<file path="src/rtl/pipeline_ctrl.sv">
// Front-end hazard/sequencing controller: load-use bubbles, fence draining, mispredict recovery, memory back-pressure.
// Define PIPE_CTRL_PERF_EN to add stall/flush cycle counters (stall_cycles_out, flush_cycles_out).
module pipeline_ctrl #(
    parameter int OUTSTANDING_W = 3,
    parameter int REDIRECT_LAT  = 1
) (
    input  logic                     clk,
    input  logic                     reset_n_in,
    input  logic [8:0]               dec_rs1_in,
    input  logic                     dec_rs1_read_in,
    input  logic [8:0]               dec_rs2_in,
    input  logic                     dec_rs2_read_in,
    input  logic                     dec_mem_fence_in,
    input  logic [8:0]               ex_rd_in,
    input  logic                     ex_rd_write_in,
    input  logic                     ex_mem_read_in,
    input  logic                     branch_mispredict_in,
    input  logic                     mem_busy_in,
    input  logic                     mem_issue_in,
    input  logic                     mem_done_in,
    output logic                     fetch_stall_out,
    output logic                     fetch_flush_out,
    output logic                     decode_stall_out,
    output logic                     decode_flush_out,
    output logic                     execute_stall_out,
    output logic                     mem_issue_ready_out,
    output logic [OUTSTANDING_W-1:0] outstanding_out
`ifdef PIPE_CTRL_PERF_EN
    ,
    output logic [31:0]              stall_cycles_out,
    output logic [31:0]              flush_cycles_out
`endif
);

    typedef enum logic [1:0] {
        RUN,
        FENCE_WAIT,
        RECOVER
    } state_t;

    localparam logic [OUTSTANDING_W-1:0] CNT_MAX = '1;
    localparam logic [OUTSTANDING_W-1:0] CNT_ONE = OUTSTANDING_W'(1);

    state_t                   state, state_next;
    logic [OUTSTANDING_W-1:0] cnt, cnt_next;
    logic [3:0]               rcnt, rcnt_next;
    logic                     fence_hazard;
    logic                     load_use;

    assign fence_hazard = dec_mem_fence_in && ((cnt != '0) || ex_mem_read_in);
    assign load_use     = ex_mem_read_in && ex_rd_write_in && (ex_rd_in != 9'd0) &&
                          ((dec_rs1_read_in && (dec_rs1_in == ex_rd_in)) ||
                           (dec_rs2_read_in && (dec_rs2_in == ex_rd_in)));

    always_ff @(posedge clk or negedge reset_n_in) begin
        if (!reset_n_in) begin
            state <= RUN;
            cnt   <= '0;
            rcnt  <= 4'd0;
        end else begin
            state <= state_next;
            cnt   <= cnt_next;
            rcnt  <= rcnt_next;
        end
    end

    // Done at zero and issue at full are dropped so the counter never wraps.
    always_comb begin
        cnt_next = cnt;
        case ({mem_issue_in, mem_done_in})
            2'b10:   if (cnt != CNT_MAX) cnt_next = cnt + CNT_ONE;
            2'b01:   if (cnt != '0)      cnt_next = cnt - CNT_ONE;
            default: cnt_next = cnt;
        endcase
    end

    always_comb begin
        state_next        = state;
        rcnt_next         = rcnt;
        fetch_stall_out   = 1'b0;
        fetch_flush_out   = 1'b0;
        decode_stall_out  = 1'b0;
        decode_flush_out  = 1'b0;
        execute_stall_out = 1'b0;
        if (!reset_n_in) begin
            state_next = RUN;
            rcnt_next  = 4'd0;
        end else if (mem_busy_in) begin
            fetch_stall_out   = 1'b1;
            decode_stall_out  = 1'b1;
            execute_stall_out = 1'b1;
        end else if (branch_mispredict_in) begin
            fetch_flush_out  = 1'b1;
            decode_flush_out = 1'b1;
            if (REDIRECT_LAT == 0) begin
                state_next = RUN;
                rcnt_next  = 4'd0;
            end else begin
                state_next = RECOVER;
                rcnt_next  = 4'(REDIRECT_LAT);
            end
        end else if (state == RECOVER) begin
            decode_flush_out = 1'b1;
            if (rcnt <= 4'd1) begin
                state_next = RUN;
                rcnt_next  = 4'd0;
            end else begin
                rcnt_next = rcnt - 4'd1;
            end
        end else if (fence_hazard) begin
            fetch_stall_out  = 1'b1;
            decode_flush_out = 1'b1;
            state_next       = FENCE_WAIT;
        end else begin
            // A waiting fence releases here; load-use can still bubble the same cycle.
            state_next = RUN;
            if (load_use) begin
                fetch_stall_out  = 1'b1;
                decode_flush_out = 1'b1;
            end
        end
    end

    always_comb begin
        mem_issue_ready_out = (cnt != CNT_MAX) && reset_n_in;
        if (!reset_n_in) mem_issue_ready_out = 1'b1;
        outstanding_out = cnt;
    end

`ifdef PIPE_CTRL_PERF_EN
    always_ff @(posedge clk or negedge reset_n_in) begin
        if (!reset_n_in) begin
            stall_cycles_out <= 32'd0;
            flush_cycles_out <= 32'd0;
        end else begin
            if (fetch_stall_out)  stall_cycles_out <= stall_cycles_out + 32'd1;
            if (decode_flush_out) flush_cycles_out <= flush_cycles_out + 32'd1;
        end
    end
`endif

endmodule

</file>
<file path="config.mk">
export PLATFORM = sky130hd
export DESIGN_NAME = pipeline_ctrl
export DESIGN_NICKNAME = d
export VERILOG_FILES = /design/src/rtl/pipeline_ctrl.sv
export SDC_FILE = /design/constraint.sdc
export NUM_CORES = 1
export LEC_CHECK = 0
export BUFFER_PORTS_ARGS = -buffer_cell sky130_fd_sc_hd__buf_2
export CORE_MARGIN = 1.5
export CORE_UTILIZATION = 44
export DETAILED_ROUTE_END_ITERATION = 10
export PLACE_DENSITY = 0.83
export REMOVE_ABC_BUFFERS = 1
export SLEW_MARGIN = 25
export SYNTH_ARGS = -nofsm -noshare
export SYNTH_HDL_FRONTEND = slang
export SYNTH_SLANG_ARGS = --single-unit
</file>
<file path="constraint.sdc">
create_clock -name clk -period 2.5 [get_ports clk]
set_input_delay 0 -clock clk [delete_from_list [all_inputs] [get_ports clk]]
set_output_delay 0 -clock clk [all_outputs]
set_load 0.1 [all_outputs]
</file>
Yosys cells after proc, flatten, opt, wreduce, memory -nomap -nowiden --
Cells that the tools add are included. Widths: inputs -> output; s select.
Word-level totals: word-level logic and storage cells 63, register bits 9, output and inout port bits 9, bits of input ports 38
Operators by class: muxes and demuxes 30, add/subtract/negate cells 3, $lt $le $gt $ge 1, equal/unequal tests 11, reductions and logical operators 15
Operator list (number):
- $mux 4 | 5
- $eq 9x9->1 | 2
- $mux 1 | 17
- $mux 2 | 5
- $reduce_bool 9->1 | 1
- $logic_and 1x1->1 | 7
- $mux 3 | 2
- $ne 2x2->1 const B | 3
- $pmux 3 s2 | 1
- $eq 2x2->1 const B | 2
- $le 4x1->1 const B | 1
- $ne 4x3->1 const B | 1
- $reduce_and 2->1 | 2
- $sub 4x1->4 const B | 1
- $add 3x1->3 const B | 1
- $ne 3x1->1 const B | 1
- $ne 3x3->1 const B | 1
- $reduce_and 3->1 | 1
- $reduce_bool 3->1 | 1
- $sub 3x1->3 const B | 1
- $eq 2x1->1 const B | 1
- $logic_or 1x1->1 | 2
- $reduce_bool 2->1 | 1

Longest topological paths before layout --
depth after elaboration 10, mapped depth 7, gate-level depth less buffers 7

Least setup slack after synthesis --
No wires, ideal clock.
path kind register -> output, start reg cnt[0] (netlist: outstanding_out[0]), end out decode_flush_out, setup slack -0.559 ns, required time 2.500 ns, buffers on the path 1, stages on the path, launching flop included 4, arrival time 3.059 ns, cell sequence dfrtp_1 clkbuf_1 o41ai_1 a31oi_1
On the way: word-level cells in the longest chain between the ends 8
Ends and longest elaborated chain:
- start: declaration | RTL line 45 | logic [OUTSTANDING_W-1:0] cnt, cnt_next;
- start signal: assignment | RTL line 62 | cnt <= cnt_next;
- $reduce_bool 3->1 | RTL line 50 | assign fence_hazard = dec_mem_fence_in && ((cnt != '0) || ex_mem_read_in);
- $logic_or 1x1->1 | RTL line 50
- $logic_and 1x1->1 | RTL line 50
- $mux 1 | RTL line 110 | end else if (fence_hazard) begin
- $mux 1 | RTL line 102 | end else if (state == RECOVER) begin
- $mux 1 | RTL line 92 | end else if (branch_mispredict_in) begin
- $mux 1 | RTL line 88 | end else if (mem_busy_in) begin
- $mux 1 | RTL line 85 | if (!reset_n_in) begin
- end: declaration | RTL line 24 | output logic decode_flush_out,
No other way between the ends.

Final worst setup path --
start reg rcnt[0], end reg rcnt[3]
On the way: word-level cells in the longest chain between the ends 6, elaborated cells on any way between the ends 7
Ends and longest elaborated chain:
- start: declaration | RTL line 46 | logic [3:0] rcnt, rcnt_next;
- start signal: assignment | RTL line 63 | rcnt <= rcnt_next;
- $sub 4x1->4 / $le 4x1->1 (equally long branches) | RTL line 108, 104
- $mux 4 * | RTL line 104 | if (rcnt <= 4'd1) begin
- $mux 4 * | RTL line 102
- $mux 4 * | RTL line 92
- $mux 4 * | RTL line 88
- $mux 4 * | RTL line 85
Mark *: on every way between the ends. The rest lies on a longest branch, timed or not. The select of a mux whose other input is x is not followed. A chain may end at the register's enable or synchronous reset.

==> results.ini <==
[clock_tree]
htree_levels = 1
clkSinkCount = 9
cts_inserted_buffers = 3
clk_latency_ps = 260
cts_root_buffer = clkbuf_4
cts_buffer_depth = 2
post_cts_buffers = 0
cts_tree = done
clk_pin_slew_ps = 60
cts_resized = 0
cts_hold_buf = 1

[die]
die_x_um = 47.8
fp.dieH_um = 47.8
io_pins = 47
core_um2 = 1920
initial_core_util = 0.459
die_area_um2 = 2280
fp-row-count = 16

[grt]
grt_pass1_wl_mm = 3.43
grt_use_total = 0.212
grtUsageMet1 = 0.239
gr-total-overflow = 0
grt-busiest-layer = met2
grt_pass1_vias = 847
antenna_found_initial = 0
use_met3 = 0.0340
grtUsageMet2 = 0.416
grt_max_degree = 17

[synth]
yosysSeqAreaShare = 0.255
postSynthRegisterBits = 9
synth_xor_area_frac = 0.179
syn_avg_cell_area_um2 = 8.24
synth_edf_count = 0
synth_ff_type = dfrtp_1
synth-compound-area-share = 0.216
synth-adder-area-share = 0.0511
synth_area_um2 = 882
synth_top_family_by_area = simple AND/OR/NAND/NOR gates
netlist.area_leader.share = 0.255
synthSimpleGateAreaFrac = 0.240
yosysWarnings = 0
synth_top_area_cell = dfrtp_1
synth_mux_area_frac = 0.0128
synthCells = 107
ys_types = 35
synthTopCellsByArea = dfrtp_1 26%, xor2_1 16%, o21ai_0 4.5%
synth-async-reset-ratio = 1.00

[finish]
n_antenna_cell = 0
nNetsFinal = 198
nFillCells = 185
drive_above_1_share = 0.340
area_delta_synth_final_pct = 32.8
multi_input_area_um2 = 616
fin_cells = 183
fin_util = 0.609
regArea_um2 = 225

[place]
dp.cells = 178
dp_hpwl_mm = 1.88
place_congestion = 0.738
port_buffers = 46

[routing]
drt_first_pass_iters = 3
drt-initial-drc-count = 12
vias_per_cell = 5.28
drt_wl_total_mm = 2.15
postRouteAntennaNets = 0
drc = 0
vias = 967
wl_per_cell_um = 11.7

[critical_path]
startpoint = rcnt[0]
endpoint_kind = register
cp.arrival_ps = 2040
reg2reg_from = rcnt[0]
required_ps = 2640
cp_max_fo = 5
worst-setup-path-type = reg2reg
start_kind = register

[pwr]
vdd_ir_drop_max_v = 0.000484
p_leak_nw = 0.564
power_density_nw_per_um2 = 738
power.total_mw = 0.864

[job]
maxCapViolations = 0

[run_status]
outcome = finished, final reports clean

[sta]
skew_ps = 4.95
worstMarginPinSlew_ps = 796
fmax_mhz = 527
drv_slew = 0
max-slew-margin-rel = 0.463
holdWs_ps = 23.3
rsz0062_at_grt = no
min_period_over_period = 0.759
final-setup-viol-count = 0
fin_setup_tns_ps = 0
hold_viol = 0
fin_crit_ps = 1900

[worst_hold_path]
min-delay-start = mem_done_in
hold_class = in2reg

==> per-layer routing <==
layer  up-vias  share of wire
met1       438           0.40
met3         2          0.059
li1        488              -
met5         -              0
met2        39           0.53
met4         0         0.0061
==> sequential cells by signal, indices dropped and copies added, names as in the netlist <==
register         count
rcnt                 4
state                2
outstanding_out      3
==> path summary, 6_finish.rpt <==
path	slack, ps	depth (start not counted)	endpoint
worst max-delay path	600	6	rcnt[3]
worst min-delay path	20	2	outstanding_out[1]
worst max register to register	600	6	rcnt[3]
worst min register to register	540	1	state[1]
max in group asynchronous	2120	2	rcnt[3]
min in group asynchronous	150	2	state[0]
==> power breakdown <==
group / internal (mW) / switching, mW / total [mW]
Combinational: 0.144 / 0.375 / 0.519
Sequential: 0.177 / 0.0568 / 0.234
Clock: 0.0615 / 0.0497 / 0.111
==> worst max-delay path: stages (launching register included) <==
cell	delay [ps]
dfrtp_1	410
inv_1	80
ha_1	170
nor2_1	60
o311ai_0	670
o21ai_0	210
o2bb2ai_1	170
==> cells in the mapped netlist (2+ instances only) <==
cell and count:
xnor2_1 2, ha_1 2, xor2_1 16, nor4_2 2
nand2b_1 6, nand2_1 6, nor2_1 6, nor3_1 5
o22ai_1 2, nand3b_1 3, o21ai_0 8, inv_1 8
nand3_1 2, nor4_1 2, a21oi_1 4, a211oi_1 2
dfrtp_1 9, o2bb2ai_1 2, a31oi_1 2, nand4_1 3
==> kinds of logic after synthesis <==
group,count (synthesis)
and+or+nand+nor,37
AOI/OAI and AO/OA,29
xor gates and xnor gates,18
buffers and inverters,10
DFF,9
adders and majority gates,3
muxes,1
==> stage by stage <==
step                setup slack [ps]  cell area [µm²]
floorplan                       -482              871
global placement                 761             1130
detailed placement               607             1130
CTS                              613             1170
global route                     371             1170
finish                           603             1170
==> area by class of cell <==
cell class | count | area share
clock buffers | 4 | 0.0224
inverters | 8 | 0.0256
multi-input cells | 88 | 0.526
flip-flops and latches | 9 | 0.192
well taps | 27 | 0.0288
repair buffers | 47 | 0.205
==> layout by cell type (no fill, tap or decap), drive strengths merged, types with 5 or more instances in the layout <==
cell type,instances
o21ai,8
buf,46
inv,8
dfrtp,9
nand2b,6
nor3,5
nor2,6
xor2,16
nand2,6
Power figures use the tool's default switching activity.
